[src/rtl/quad_step_decoder_pkg.sv]
// Shared types for the quadrature step decoder: FSM states, phase
// encodings and the transition classifier used by the top level.
package quad_pkg;

    typedef enum logic {
        INIT,
        TRACK
    } fsm_state_t;

    // Phase state is the filtered {A,B} pair.
    typedef logic [1:0] phase_t;

    localparam phase_t S00 = 2'b00;
    localparam phase_t S10 = 2'b10;
    localparam phase_t S11 = 2'b11;
    localparam phase_t S01 = 2'b01;

    typedef enum logic [1:0] {
        STEP_NONE,
        STEP_UP,
        STEP_DN,
        STEP_ERR
    } step_t;

    // Successor of a phase in the up (A leads) direction.
    function automatic phase_t up_next(input phase_t p);
        case (p)
            S00:     return S10;
            S10:     return S11;
            S11:     return S01;
            default: return S00;
        endcase
    endfunction

    // Classify a move between two phase states.
    function automatic step_t next_dir(input phase_t prev, input phase_t cur);
        if (prev == cur)
            return STEP_NONE;
        else if ((prev ^ cur) == 2'b11)
            return STEP_ERR;
        else if (cur == up_next(prev))
            return STEP_UP;
        else
            return STEP_DN;
    endfunction

endpackage

[src/rtl/quad_step_decoder_if.sv]
// Encoder-side and counter-side signals of the quadrature step decoder.
// The master drives the encoder phases and clears; the slave (decoder)
// drives the step, direction, position and status outputs.
interface quad_step_decoder_if #(
    parameter int WIDTH = 4
);
    logic             A;
    logic             B;
    logic             Clear;
    logic             Err_clr;
    logic             Step_en;
    logic             Up;
    logic [WIDTH-1:0] Position;
    logic             Err;
    logic             Ready;

    modport master (
        output A, B, Clear, Err_clr,
        input  Step_en, Up, Position, Err, Ready
    );

    modport slave (
        input  A, B, Clear, Err_clr,
        output Step_en, Up, Position, Err, Ready
    );
endinterface

[src/rtl/quad_step_decoder_input_sync_filter.sv]
// Synchronizer chain plus stability filter for one asynchronous input.
// A new level is accepted only after it has been seen for FILTER_CYCLES
// consecutive cycles; valid rises after the first stable run after reset.
module input_sync_filter #(
    parameter int SYNC_STAGES   = 2,
    parameter int FILTER_CYCLES = 3
) (
    input  logic clk,
    input  logic Reset,
    input  logic din,
    output logic level,
    output logic valid
);
    localparam int CW = (FILTER_CYCLES > 1) ? $clog2(FILTER_CYCLES) : 1;
    localparam logic [CW-1:0] CNT_MAX = CW'(FILTER_CYCLES - 1);

    logic [SYNC_STAGES-1:0] sync_q;
    logic [SYNC_STAGES-1:0] fill_q;
    logic [CW-1:0]          cnt_q;
    logic                   level_q;
    logic                   valid_q;
    logic                   sync_lvl;
    logic                   primed;

    assign sync_lvl = sync_q[SYNC_STAGES-1];
    // The chain holds reset values until SYNC_STAGES edges have passed.
    assign primed   = fill_q[SYNC_STAGES-1];

    // Synchronizer chain and fill tracker.
    // NOTE: the synchronizer flops are reset too, so a filter never sees a
    // stale pre-reset level and the restart after reset is deterministic.
    always_ff @(posedge clk or posedge Reset) begin
        if (Reset) begin
            sync_q <= '0;
            fill_q <= '0;
        end else begin
            sync_q <= {sync_q[SYNC_STAGES-2:0], din};
            fill_q <= {fill_q[SYNC_STAGES-2:0], 1'b1};
        end
    end

    // Stability counter: initial run qualifies valid, later runs accept changes.
    always_ff @(posedge clk or posedge Reset) begin
        if (Reset) begin
            cnt_q   <= '0;
            level_q <= 1'b0;
            valid_q <= 1'b0;
        end else if (primed) begin
            if (!valid_q) begin
                // Initial adoption: track the input until it sits still.
                if (sync_lvl != level_q) begin
                    level_q <= sync_lvl;
                    cnt_q   <= '0;
                end else if (cnt_q == CNT_MAX) begin
                    valid_q <= 1'b1;
                    cnt_q   <= '0;
                end else begin
                    cnt_q <= cnt_q + CW'(1);
                end
            end else if (sync_lvl != level_q) begin
                if (cnt_q == CNT_MAX) begin
                    level_q <= sync_lvl;
                    cnt_q   <= '0;
                end else begin
                    cnt_q <= cnt_q + CW'(1);
                end
            end else begin
                // Any return to the accepted level restarts the run.
                cnt_q <= '0;
            end
        end
    end

    assign level = level_q;
    assign valid = valid_q;
endmodule

[src/rtl/quad_step_decoder.sv]
// Quadrature step decoder: turns filtered A/B phases into one-cycle step
// pulses with a direction flag, keeps a wrapping position count and a
// sticky error flag for transitions where both phases moved together.
module quad_step_decoder
    import quad_pkg::*;
#(
    parameter int WIDTH         = 4,
    parameter int SYNC_STAGES   = 2,
    parameter int FILTER_CYCLES = 3
) (
    input  logic               clk,
    input  logic               Reset,
    quad_step_decoder_if.slave bus
);
    logic             lvl_a, lvl_b, valid_a, valid_b;
    phase_t           cur_phase;
    phase_t           phase_q;
    fsm_state_t       state_q;
    step_t            dir;
    logic             step_en_q, up_q, err_q, ready_q;
    logic [WIDTH-1:0] position_q;

    input_sync_filter #(
        .SYNC_STAGES  (SYNC_STAGES),
        .FILTER_CYCLES(FILTER_CYCLES)
    ) u_filt_a (
        .clk  (clk),
        .Reset(Reset),
        .din  (bus.A),
        .level(lvl_a),
        .valid(valid_a)
    );

    input_sync_filter #(
        .SYNC_STAGES  (SYNC_STAGES),
        .FILTER_CYCLES(FILTER_CYCLES)
    ) u_filt_b (
        .clk  (clk),
        .Reset(Reset),
        .din  (bus.B),
        .level(lvl_b),
        .valid(valid_b)
    );

    assign cur_phase = {lvl_a, lvl_b};

    // Classify the move from the held phase state to the filtered inputs.
    // NOTE: dir is assigned on every path, so no latch is inferred.
    always_comb begin
        dir = STEP_NONE;
        if (state_q == TRACK)
            dir = next_dir(phase_q, cur_phase);
    end

    // INIT/TRACK FSM with registered step, direction, error and ready.
    // NOTE: all state here uses non-blocking assignments so every register
    // samples the pre-edge values regardless of statement order.
    always_ff @(posedge clk or posedge Reset) begin
        if (Reset) begin
            state_q   <= INIT;
            phase_q   <= S00;
            step_en_q <= 1'b0;
            up_q      <= 1'b0;
            err_q     <= 1'b0;
            ready_q   <= 1'b0;
        end else begin
            step_en_q <= 1'b0;
            case (state_q)
                INIT: begin
                    if (valid_a && valid_b) begin
                        phase_q <= cur_phase;
                        ready_q <= 1'b1;
                        state_q <= TRACK;
                    end
                end
                TRACK: begin
                    case (dir)
                        STEP_UP: begin
                            step_en_q <= 1'b1;
                            up_q      <= 1'b1;
                            phase_q   <= cur_phase;
                        end
                        STEP_DN: begin
                            step_en_q <= 1'b1;
                            up_q      <= 1'b0;
                            phase_q   <= cur_phase;
                        end
                        STEP_ERR: phase_q <= cur_phase;
                        default:  ;
                    endcase
                end
                default: state_q <= INIT;
            endcase
            // A same-cycle illegal transition beats the error clear.
            if (dir == STEP_ERR)
                err_q <= 1'b1;
            else if (bus.Err_clr)
                err_q <= 1'b0;
        end
    end

    // Position follows the registered step outputs; Clear has priority.
    always_ff @(posedge clk or posedge Reset) begin
        if (Reset)
            position_q <= '0;
        else if (bus.Clear)
            position_q <= '0;
        else if (step_en_q && up_q)
            position_q <= position_q + WIDTH'(1);
        else if (step_en_q)
            position_q <= position_q - WIDTH'(1);
    end

    assign bus.Step_en  = step_en_q;
    assign bus.Up       = up_q;
    assign bus.Position = position_q;
    assign bus.Err      = err_q;
    assign bus.Ready    = ready_q;
endmodule

[src/flat_wrapper.sv]
// flat-port wrapper written by rule: the top's interface ports become plain ports
module quad_step_decoder_flat import quad_pkg::*;
#(
    parameter int WIDTH         = 4,
    parameter int SYNC_STAGES   = 2,
    parameter int FILTER_CYCLES = 3
)
  (clk, Reset, bus_A, bus_B, bus_Clear, bus_Err_clr, bus_Step_en, bus_Up, bus_Position, bus_Err, bus_Ready);
  quad_step_decoder_if #(.WIDTH(WIDTH)) bus_i ();
  input  logic clk;
  input  logic Reset;
  input wire logic [$bits(bus_i.A)-1:0] bus_A;
  input wire logic [$bits(bus_i.B)-1:0] bus_B;
  input wire logic [$bits(bus_i.Clear)-1:0] bus_Clear;
  input wire logic [$bits(bus_i.Err_clr)-1:0] bus_Err_clr;
  output wire logic [$bits(bus_i.Step_en)-1:0] bus_Step_en;
  output wire logic [$bits(bus_i.Up)-1:0] bus_Up;
  output wire logic [$bits(bus_i.Position)-1:0] bus_Position;
  output wire logic [$bits(bus_i.Err)-1:0] bus_Err;
  output wire logic [$bits(bus_i.Ready)-1:0] bus_Ready;
  assign bus_i.A = bus_A;
  assign bus_i.B = bus_B;
  assign bus_i.Clear = bus_Clear;
  assign bus_i.Err_clr = bus_Err_clr;
  assign bus_Step_en = bus_i.Step_en;
  assign bus_Up = bus_i.Up;
  assign bus_Position = bus_i.Position;
  assign bus_Err = bus_i.Err;
  assign bus_Ready = bus_i.Ready;
  quad_step_decoder #(.WIDTH(WIDTH), .SYNC_STAGES(SYNC_STAGES), .FILTER_CYCLES(FILTER_CYCLES)) u_core (.clk(clk), .Reset(Reset), .bus(bus_i));
endmodule
[config.mk]
export PLATFORM = sky130hd
export DESIGN_NAME = quad_step_decoder_flat
export DESIGN_NICKNAME = d
export VERILOG_FILES = /design/src/rtl/quad_step_decoder_pkg.sv /design/src/rtl/quad_step_decoder_if.sv /design/src/rtl/quad_step_decoder_input_sync_filter.sv /design/src/rtl/quad_step_decoder.sv /design/src/flat_wrapper.sv
export SDC_FILE = /design/constraint.sdc
export NUM_CORES = 1
export LEC_CHECK = 0
export CORE_AREA = 3 3 60 62
export CTS_CLUSTER_DIAMETER = 50
export CTS_CLUSTER_SIZE = 8
export DETAILED_ROUTE_END_ITERATION = 8
export DIE_AREA = 0 0 63 65
export REMOVE_ABC_BUFFERS = 1
export SLEW_MARGIN = 20
export SYNTH_ARGS = -nofsm -noshare
export SYNTH_HDL_FRONTEND = slang
export SYNTH_HIERARCHICAL = 1
export SYNTH_SLANG_ARGS = --single-unit
[constraint.sdc]
create_clock -name clk -period 2.3 [get_ports clk]
set_input_delay 0.345 -clock clk [delete_from_list [all_inputs] [get_ports clk]]
set_output_delay 0.345 -clock clk [all_outputs]
set_load 0.02 [all_outputs]
==> impl_results.rst, run 1 <==
.. list-table::
   :header-rows: 1

   * - Metric
     - Value
   * - Outcome
     - complete, no violations
   * - Core Footprint
     - 3080 um^2
   * - Number of filler cells placed in the layout
     - 299
   * - Worst setup skew after layout
     - 0.00583 ns
   * - Proportion of layout cells with a drive suffix above 1
     - 0.0504
   * - Register-to-Register Path Depth
     - 6
   * - Row count
     - 20
   * - Number of warnings issued by yosys
     - 6
   * - Final global-route overflow total
     - 0
   * - Setup tns final
     - 0 ns
   * - Final period demand of the worst path
     - 1.89 ns
   * - Final setup vio count
     - 0
   * - Die Outline Area
     - 4100 um^2
   * - Cell taking the most area after synthesis
     - dfrtp_1
   * - DR vias/cell
     - 4.72
   * - Clock tree root driver cell
     - clkbuf_4
   * - Fraction of registers with async set/reset
     - 1.00
   * - H-tree levels
     - 1
   * - Dominant combinational cell family by area after synthesis
     - compound AO/OA/AOI/OAI gates
   * - Final RePlAce weighted congestion
     - 0.783
   * - Total number of vias
     - 769
   * - Hold crit path type
     - primary input to asynchronous set/reset pin
   * - Top-Level Pins
     - 14
   * - Worst hold slack after final layout
     - 0.303 ns
   * - Via count of the first global-routing pass
     - 785
   * - Floorplan die height
     - 65 um
   * - Largest fanout of any net on the critical path
     - 7
   * - Adder-cell share of the synthesized area
     - 0.0669
   * - Wire length of the first global-routing pass
     - 3220 um
   * - Cell with the most instances after synthesis
     - dfrtp_1
   * - Largest cells by area after synthesis
     - dfrtp_1 55%, nand2b_1 5.6%, mux2_1 5.5%
   * - Startpoint class of the critical path
     - flip-flop
   * - Req. time, crit path
     - 2.52 ns
   * - Unrepaired setup endpoints after global routing
     - no
   * - Number of buffers between clock root and the deepest sink
     - 2
   * - Post-detail-place hpwl
     - 1410 um
   * - Register area share after synthesis
     - 0.547
   * - Final number of hold-violating endpoints
     - 0
   * - Lkg Pwr
     - 0.000668 uW
   * - Area taken by multi-input logic gates
     - 513 um^2
   * - Synthesized-area fraction occupied by and/or/nand/nor cells
     - 0.0922
   * - Largest net degree at the start of global routing
     - 18
   * - Number of distinct library cells after synthesis
     - 25
   * - Number of antenna violations at the first check in global routing
     - 0
   * - Top cell types by occurrence after synthesis
     - 27 x dfrtp_1, 11 x inv_1, 11 x nand2b_1
   * - Post-CTS Hold Buffers
     - 0
   * - Count of buffers added by post-CTS timing repair for setup
     - 0
   * - Antenna diode instance count
     - 0
   * - CTS sink count
     - 27
   * - Instance count on the critical path
     - 6
   * - Max VDD drop
     - 460 uV
   * - Final #Nets
     - 132
   * - Detailed-routing iteration count for the pre-antenna-repair pass
     - 4
   * - Data arrival, critical path
     - 2.11 ns
   * - Number of CTS-inserted buffers
     - 3
   * - Final-report max-slew violation count
     - 0
   * - WS Path Type
     - flip-flop to flip-flop
   * - Antenna violation net count after detailed routing
     - 0
   * - P per Cell Area
     - 1330 nW/um^2
   * - Sequence of cells on the critical path
     - nand2_2 -> ha_1 -> a21o_1 -> a21oi_2 -> mux2i_1 -> mux2_1
   * - Gate count after technology mapping
     - 103
   * - XOR/XNOR Fraction of Synth Area
     - 0.0426
   * - CP max-delay cell
     - dfrtp_1
   * - Sequential cell area
     - 676 um^2
   * - Initial core utilization
     - 0.401
   * - Number of design rule violations left after detail routing
     - 0
   * - Wire length per cell after detailed routing
     - 11.1 um
   * - Period utilisation layout
     - 0.820
   * - Syn_area_per_cell
     - 12.0 um^2
   * - DRT iter0 DRCs
     - 15
   * - Worst skew pair latency
     - 0.33 ns
   * - Clock Pin Slew Worst Setup and Hold Paths
     - 0.15 ns
   * - Total wire length
     - 1810 um
   * - F_max
     - 530 MHz
   * - Type of destination of the critical path
     - flip-flop
   * - Worst stage delay on the critical path
     - 0.51 ns
   * - Cell area after synthesis
     - 1230 um^2
   * - Max cap viols
     - 0
   * - DIE WIDTH
     - 63 um
   * - Number of synthesized flops with an enable pin
     - 0
   * - Share of the synthesized area in compound gates (AO/OA/AOI/OAI)
     - 0.121
   * - Number of buffers and inverters on the critical path
     - 0
   * - Top_reg_cell synth
     - dfrtp_1
   * - Cells resized by post-CTS repair
     - 0
   * - CTS tree
     - built
   * - CP delay by family, top
     - multiplexers
   * - Synth top area share
     - 0.547
   * - Area growth syn-to-layout
     - 17.1%
   * - Multiplexer share of the synthesized area
     - 0.0871
   * - Port Buf Inserts
     - 13
   * - Global routing usage summed across all routing layers
     - 0.102
   * - #FFs+latches synth
     - 27
## area by class of cell
cell class / instances / area share
clock inverters: 1 / 0.00606
repair buffers: 13 / 0.0900
well taps: 44 / 0.0381
flip-flops and latches: 27 / 0.467
clock buffers: 3 / 0.0156
multi-input cells: 64 / 0.355
inverters: 11 / 0.0285
## worst register-to-register path, delay by kind of cell (launching register included)
kind	cells	cell delay [ns]
DFF	1	0.51
and+or+nand+nor	1	0.12
adders and majority gates	1	0.28
muxes	2	0.56
AOI/OAI and AO/OA	2	0.33
## metal layers
layer	wire length, um	vias to the layer above	GRT usage
met5	0	-	0
met1	815	375	0.113
met4	17	0	0.0331
li1	-	376	-
met3	94	2	0.0364
met2	885	16	0.182
## cells by family after synthesis
kind of cell,after synthesis
xor+xnor,6
flops,27
simple gates,21
other cells,2
mux,10
buf+inv,12
fa+ha+maj,6
compound gates,19
## registers in the layout, summed over array words and instances, names as in the netlist, 2 cells and up
name	cells
u_core/bus.Position	4
u_core/phase_q	2
u_core/u_filt_a/cnt_q	2
u_core/u_filt_a/fill_q	2
u_core/u_filt_a/sync_q	2
u_core/u_filt_b/cnt_q	2
u_core/u_filt_b/fill_q	2
u_core/u_filt_b/sync_q	2
## placed cells by master, fill, tap and decap left out
cell type,n
dfrtp_1,27
clkdlybuf4s50_1,13
nand2b_1,11
inv_1,11
mux2_1,6
xnor2_1,6
nor2_1,5
ha_1,5
mux2i_1,4
o31ai_1,4
clkbuf_4,3
nand2_1,2
nor2b_1,2
a21o_1,2
o211a_1,2
o211ai_1,2
a21boi_1,2
a41o_1,2
conb_1,2
inv_6,1
o21bai_1,1
nand2_2,1
a21oi_2,1
o21ai_0,1
a211oi_1,1
a21oi_1,1
fa_1,1
## where the power goes
part	switching [uW]	internal [uW]	leakage, uW
registers	168	629	0.000321
logic	439	472	0.000330
clock network	141	70.8	0.0000183
## stage by stage
| stage | setup slack, ns | std cells | power, uW | utilization | instance area [um^2] |
|---|---|---|---|---|---|
| floorplan | 0.402 | 102 | 1470 | - | 1230 |
| global placement | 0.480 | 159 | 1710 | 0.460 | 1420 |
| detailed placement | 0.427 | 159 | 1730 | 0.460 | 1420 |
| CTS | 0.398 | 163 | 1960 | 0.470 | 1450 |
| global route | 0.271 | 163 | 2100 | 0.470 | 1450 |
| finish | 0.414 | 163 | 1920 | 0.470 | 1450 |
## path summary, 6_finish.rpt
path	from	end	slack, ns
max in group asynchronous	Reset	u_core/bus.Up	1.62
min reg2reg	u_core/u_filt_b/fill_q[0]	u_core/u_filt_b/fill_q[1]	0.37
max reg2reg	u_core/bus.Step_en	u_core/bus.Position[3]	0.41
min in group clk	u_core/u_filt_b/fill_q[0]	u_core/u_filt_b/fill_q[1]	0.37
min	Reset	u_core/u_filt_a/fill_q[0]	0.30
max	u_core/bus.Step_en	u_core/bus.Position[3]	0.41
Note: power is estimated with default switching activity, not from simulation.
==> run 2: changes to the inputs <==
- clock period: 2.3 -> 1.9 ns (I/O delays scaled with it)
==> run 2 against run 1 <==
Net effect: final area is 2.0% higher; clock-buffer cell count stayed put; largest power group unchanged; sequential power grew 21%; largest cell class unchanged; flip-flop and latch count unchanged; worst setup slack worse by 0.30 ns; sequential share of layout area down 0.66 points.
==> impl_results.rst, run 2 (synthesis gave the netlist of run 1 again) <==
.. list-table::
   :header-rows: 1

   * - Metric
     - Value
   * - Outcome
     - complete, no violations
   * - Combinational fraction of design power
     - 0.503 (+0.029)
   * - Number of placed instances, taps included
     - 160 (+0.63%)
   * - Post-detail-place hpwl
     - 1520 um (+8.0%)
   * - Period utilisation layout
     - 0.942 (+0.122)
   * - DIE WIDTH
     - 63 um (unchanged)
   * - DRT iter0 DRCs
     - 18 (+3)
   * - Die Outline Area
     - 4100 um^2 (unchanged)
   * - Number of antenna violations at the first check in global routing
     - 0 (unchanged)
   * - Flip-flop count of the largest register after layout
     - 4 (unchanged)
   * - Area growth syn-to-layout
     - 19.5%
   * - Req. time, crit path
     - 2.12 ns (-0.40 ns)
   * - Sequential cell area
     - 679 um^2 (+0.56%)
   * - CTS sink count
     - 27 (unchanged)
   * - Clock tree root driver cell
     - clkbuf_4
   * - Global routing usage summed across all routing layers
     - 0.107 (+0.00482)
   * - Area taken by multi-input logic gates
     - 527 um^2 (+2.7%)
   * - Placed standard-cell area
     - 1420 um^2 (+0.53%)
   * - Total number of vias
     - 780 (+1.4%)
   * - Final #Nets
     - 134 (+1.5%)
   * - Highest-count cells in the layout ignoring fill and taps
     - 24 x dfrtp_1, 13 x clkdlybuf4s50_1, 11 x inv_1
   * - Most common cell after layout, fill and taps aside
     - dfrtp_1
   * - Number of filler cells placed in the layout
     - 290 (-3.0%)
   * - Number of CTS-inserted buffers
     - 3 (unchanged)
   * - WS Path Type
     - flip-flop to flip-flop
   * - Startpoint class of the critical path
     - flip-flop
   * - F_max
     - 559 MHz (+5.3%)
   * - Port Buf Inserts
     - 13 (unchanged)
   * - Post-layout instance area
     - 1480 um^2 (+2.0%)
   * - CP max-delay cell
     - dfrtp_1
   * - DR vias/cell
     - 4.73 (+0.20%)
   * - Final-report max-slew violation count
     - 0 (unchanged)
   * - Detailed-routing iteration count for the pre-antenna-repair pass
     - 4 (unchanged)
   * - Cell internal pwr
     - 1490 uW (+27%)
   * - Data arrival, critical path
     - 2.02 ns (-0.09 ns)
   * - Clock Pin Slew Worst Setup and Hold Paths
     - 0.14 ns (about the same)
   * - Portion of total power attributed to the clock network
     - 0.100 (-0.010)
   * - Number of buffers between clock root and the deepest sink
     - 2 (unchanged)
   * - Worst slack after detailed placement
     - 0.0757 ns (-0.351 ns)
   * - Setup tns final
     - 0 ns (unchanged)
   * - Largest fanout of any net on the critical path
     - 4 (-3)
   * - Max VDD drop
     - 616 uV (+34%)
   * - Net switching power of the design
     - 944 uW (+26%)
   * - Final RePlAce weighted congestion
     - 0.780 (-0.37%)
   * - Fraction of power consumed by sequential logic
     - 0.397 (-0.018)
   * - H-tree levels
     - 1 (unchanged)
   * - Worst stage delay on the critical path
     - 0.42 ns (-0.09 ns)
   * - Largest net degree at the start of global routing
     - 16 (-2)
   * - Switching share of total power
     - 0.388 (-0.00123)
   * - Final WS setup
     - 0.110 ns (-0.305 ns)
   * - Worst setup skew after layout
     - 0.00275 ns (-0.00308 ns)
   * - Type of destination of the critical path
     - flip-flop
   * - Number of buffers and inverters on the critical path
     - 0 (unchanged)
   * - Post-CTS Hold Buffers
     - 0 (unchanged)
   * - Lkg Pwr
     - 0.000677 uW (+1.2%)
   * - Floorplan die height
     - 65 um (unchanged)
   * - Top-Level Pins
     - 14 (unchanged)
   * - Wire length per cell after detailed routing
     - 12.1 um (+8.4%)
   * - Antenna violation net count after detailed routing
     - 0 (unchanged)
   * - Antenna diode instance count
     - 0 (unchanged)
   * - CP delay by family, top
     - multiplexers
   * - CTS tree
     - built
   * - Hold crit path type
     - primary input to asynchronous set/reset pin
   * - Total wire length
     - 1990 um (+9.8%)
   * - P per Cell Area
     - 1650 nW/um^2 (+24%)
   * - Unrepaired setup endpoints after global routing
     - no
   * - Number of design rule violations left after detail routing
     - 0 (unchanged)
   * - Final period demand of the worst path
     - 1.79 ns (-0.0952 ns)
   * - Final setup vio count
     - 0 (unchanged)
   * - Final number of hold-violating endpoints
     - 0 (unchanged)
   * - Proportion of layout cells with a drive suffix above 1
     - 0.116 (+0.0653)
   * - Max cap viols
     - 0 (unchanged)
   * - Final global-route overflow total
     - 0 (unchanged)
   * - Row count
     - 20 (unchanged)
   * - Sequence of cells on the critical path
     - nand2_2 -> ha_1 -> a21o_1 -> a21oi_2 -> mux2i_1 -> mux2_1
   * - Worst skew pair latency
     - 0.32 ns (about the same)
   * - Core Footprint
     - 3080 um^2 (unchanged)
   * - Wire length of the first global-routing pass
     - 3370 um (+4.7%)
   * - Filler-free cell count of the finished design
     - 165 (+1.2%)
   * - Via count of the first global-routing pass
     - 787 (+0.25%)
   * - Initial core utilization
     - 0.401 (unchanged)
## run 2: path summary, 6_finish.rpt
path | start | to | slack, ns | cells after the start
min | Reset | u_core/u_filt_a/cnt_q[0] | 0.24 | 2
max | u_core/bus.Up | u_core/bus.Position[3] | 0.11 | 6
min reg2reg | u_core/u_filt_b/fill_q[0] | u_core/u_filt_b/fill_q[1] | 0.37 | 0
max reg2reg | u_core/bus.Up | u_core/bus.Position[3] | 0.11 | 6
max in group asynchronous | Reset | u_core/phase_q[0] | 1.24 | 2
min in group clk | u_core/u_filt_b/fill_q[0] | u_core/u_filt_b/fill_q[1] | 0.37 | 0
## run 2: power groups by stage
stage	Sequential (uW)	Clock [uW]	Combinational, uW
global placement	950	0	1130
CTS	954	265	1170
floorplan	1020	0	754
detailed placement	969	0	1170
finish	965	243	1220
global route	999	278	1380
## run 2: per-layer routing
metal	global-route usage	vias to the layer above	share of wire
met1	0.108	381	0.41
met4	0.0661	0	0.023
met2	0.203	15	0.52
met3	0.0173	4	0.042
met5	0	-	0
li1	-	380	-
## run 2: cell type report
cell class / instances / share of cell area
sequential: 27 / 0.461
multi-input combinational: 64 / 0.357
timing repair buffer: 15 / 0.0984
tap: 44 / 0.0373
inverter: 11 / 0.0280
clock buffer: 3 / 0.0153
clock inverter: 1 / 0.00339
## run 2: stage by stage
| step | hold WS, ns | total power (uW) | utilization |
|---|---|---|---|
| after global routing | 0.246 | 2660 | 0.479 |
| after detailed placement | 0.337 | 2140 | 0.462 |
| after global placement | 0.334 | 2080 | 0.462 |
| final | 0.244 | 2430 | 0.479 |
| after floorplan | 0.101 | 1770 | - |
| after CTS | 0.230 | 2390 | 0.471 |
## run 2: what timing repair did
item,in CTS,in global routing
gates resized for setup,0,7
setup endpoints to repair,0,3
buffers inserted,0,1
==> run 3: changes to the inputs <==
- REMOVE_ABC_BUFFERS: 1 -> unset
- SLEW_MARGIN: 20 -> 10
==> run 3 against run 2 <==
Net effect: fmax fell by 0.14%; combinational power about the same; largest cell class unchanged; clock skew rose by 0.0049 ns; die area did not move; total power down 2.2%; final area is the same; hold slack better by 0.014 ns; final cell count increased by 1.2%; core utilization unchanged; first-iteration DRC count is 11% lower.
==> impl_results.rst, run 3 (synthesis gave the netlist of run 1 again) <==
.. list-table::
   :header-rows: 1

   * - Metric
     - Value
   * - Outcome
     - complete, no violations
   * - Post-CTS Hold Buffers
     - 0 (unchanged)
   * - DRT iter0 DRCs
     - 16 (-2)
   * - Largest fanout of any net on the critical path
     - 4 (unchanged)
   * - Core Footprint
     - 3080 um^2 (unchanged)
   * - F_max
     - 558 MHz (-0.14%)
   * - Row count
     - 20 (unchanged)
   * - Number of antenna violations at the first check in global routing
     - 0 (unchanged)
   * - Clock tree root driver cell
     - clkbuf_4
   * - H-tree levels
     - 1 (unchanged)
   * - Unrepaired setup endpoints after global routing
     - no
   * - Worst skew pair latency
     - 0.31 ns (about the same)
   * - Sequence of cells on the critical path
     - nand2_2 -> ha_1 -> a21o_1 -> a21oi_2 -> mux2i_1 -> mux2_1
   * - Initial core utilization
     - 0.401 (unchanged)
   * - Worst stage delay on the critical path
     - 0.42 ns (about the same)
   * - Worst slack after detailed placement
     - 0.110 ns (+0.0341 ns)
   * - Area growth syn-to-layout
     - 19.5% (unchanged)
   * - Floorplan die height
     - 65 um (unchanged)
   * - Final-report max-slew violation count
     - 0 (unchanged)
   * - Post-detail-place hpwl
     - 1490 um (-2.3%)
   * - Data arrival, critical path
     - 2.00 ns (-0.02 ns)
   * - Total number of vias
     - 774 (-0.77%)
   * - Final #Nets
     - 136 (+1.5%)
   * - Antenna diode instance count
     - 0 (unchanged)
   * - Type of destination of the critical path
     - flip-flop
   * - Worst setup skew after layout
     - 0.00767 ns (+0.00492 ns)
   * - Flip-flop count of the largest register after layout
     - 4 (unchanged)
   * - Final WS setup
     - 0.107 ns (-0.00246 ns)
   * - Max cap viols
     - 0 (unchanged)
   * - Register-to-Register Path Depth
     - 6 (unchanged)
   * - CP max-delay cell
     - dfrtp_1
   * - CTS sink count
     - 27 (unchanged)
   * - Final RePlAce weighted congestion
     - 0.744 (-4.7%)
   * - Port Buf Inserts
     - 13 (unchanged)
   * - Highest-count cells in the layout ignoring fill and taps
     - 25 x dfrtp_1, 13 x clkdlybuf4s50_1, 11 x nand2b_1, 11 x inv_1
   * - Placed standard-cell area
     - 1440 um^2 (+1.1%)
   * - Final number of hold-violating endpoints
     - 0 (unchanged)
   * - Number of filler cells placed in the layout
     - 302 (+4.1%)
   * - Top-Level Pins
     - 14 (unchanged)
   * - Wire length of the first global-routing pass
     - 3420 um (+1.2%)
   * - Via count of the first global-routing pass
     - 828 (+5.2%)
   * - WS Path Type
     - flip-flop to flip-flop
   * - Startpoint of the worst-slack reg-to-reg timing path
     - u_core/bus.Up
   * - Clock Pin Slew Worst Setup and Hold Paths
     - 0.14 ns (about the same)
   * - Number of buffers between clock root and the deepest sink
     - 2 (unchanged)
   * - Number of design rule violations left after detail routing
     - 0 (unchanged)
   * - Wire length per cell after detailed routing
     - 10.8 um (-10%)
   * - Largest net degree at the start of global routing
     - 16 (unchanged)
   * - Number of CTS-inserted buffers
     - 3 (unchanged)
   * - CTS tree
     - built
   * - Antenna violation net count after detailed routing
     - 0 (unchanged)
   * - Die Outline Area
     - 4100 um^2 (unchanged)
   * - Detailed-routing iteration count for the pre-antenna-repair pass
     - 4 (unchanged)
   * - Synthesized net count
     - 115
   * - Global routing usage summed across all routing layers
     - 0.103 (-0.00344)
   * - Max VDD drop
     - 648 uV (+5.3%)
   * - Period utilisation layout
     - 0.944 (+0.00130)
   * - Proportion of layout cells with a drive suffix above 1
     - 0.0976 (-0.0181)
   * - Startpoint class of the critical path
     - flip-flop
   * - Most common cell after layout, fill and taps aside
     - dfrtp_1
   * - Lkg Pwr
     - 0.000685 uW (+1.2%)
   * - DR vias/cell
     - 4.63 (-2.0%)
   * - Final setup vio count
     - 0 (unchanged)
   * - Flop-to-flop setup slack
     - 0.11 ns (about the same)
   * - Hold crit path type
     - primary input to asynchronous set/reset pin
   * - Worst R2R End
     - u_core/bus.Position[3]
   * - Setup tns final
     - 0 ns (unchanged)
   * - Total Power
     - 2380 uW (-2.2%)
   * - Post-layout instance area
     - 1480 um^2 (unchanged)
   * - Final period demand of the worst path
     - 1.79 ns (+0.00246 ns)
   * - Final global-route overflow total
     - 0 (unchanged)
   * - DIE WIDTH
     - 63 um (unchanged)
   * - Total wire length
     - 1810 um (-8.9%)
   * - P per Cell Area
     - 1610 nW/um^2 (-2.2%)
   * - Req. time, crit path
     - 2.11 ns (about the same)
-- run 3: changes by cell type in the layout (fill, tap and decap cells not counted) --
cell	change
dfrtp_2	-1
nand2b_1	+1
buf_4	+2
nor2b_1	+1
nor2b_2	-1
dfrtp_1	+1
mux2i_2	-1
mux2i_1	+1
nand2b_4	-1
-- run 3: layer usage --
layer / up-vias / part of all wire / GRT usage
li1: 380 / - / -
met1: 379 / 0.43 / 0.121
met2: 13 / 0.52 / 0.188
met3: 2 / 0.041 / 0.0156
met4: 0 / 0.0072 / 0.0413
met5: - / 0 / 0
-- run 3: area by class of cell --
class / count / area (um^2) / share of cell area
clock buffer: 3 / 22.5 / 0.0153
clock inverter: 1 / 5.00 / 0.00339
inverter: 11 / 41.3 / 0.0280
multi-input combinational: 64 / 513 / 0.348
sequential: 27 / 678 / 0.460
tap: 44 / 55.1 / 0.0373
timing repair buffer: 17 / 160 / 0.109
-- run 3: critical path, delay by kind of cell, from the launching register on --
family	cells	cell delay (ns)
muxes	2	0.57
and+or+nand+nor	1	0.09
DFF	1	0.42
AOI/OAI and AO/OA	2	0.33
adders and majority gates	1	0.27
-- run 3: how the worst max path moves through the flow --
| stage | start | end | slack [ns] | cells past startpoint |
|---|---|---|---|---|
| 2_1_floorplan | u_core/bus.Step_en | u_core/bus.Position[3] | 0.03 | 7 |
| 3_3_place_gp | u_core/bus.Up | u_core/bus.Position[3] | 0.12 | 6 |
| 3_5_place_dp | u_core/bus.Up | u_core/bus.Position[3] | 0.11 | 6 |
| 4_1_cts | u_core/bus.Up | u_core/bus.Position[3] | 0.08 | 6 |
| 5_1_grt | u_core/u_filt_b/level | u_core/phase_q[1] | 0.01 | 7 |
| 6_report | u_core/bus.Up | u_core/bus.Position[3] | 0.11 | 6 |
-- run 3: report_power, final --
part	internal, uW	switching [uW]
Clock	78.7	157
Combinational	635	569
Sequential	766	172
Total	1480	898
-- run 3: per-stage QoR --
step / cells / hold WS, ns / utilization
finish: 167 / 0.258 / 0.479
global route: 167 / 0.258 / 0.479
CTS: 166 / 0.257 / 0.476
detailed placement: 162 / 0.339 / 0.467
global placement: 162 / 0.334 / 0.467
floorplan: 103 / 0.101 / -
-- run 3: repair_timing --
item / 4_1_cts / 5_1_grt
setup buffers: 0 / 1
endpoints found under the hold margin: 0 / 0
endpoints found under the setup margin: 0 / 1
gates resized for setup: 0 / 2
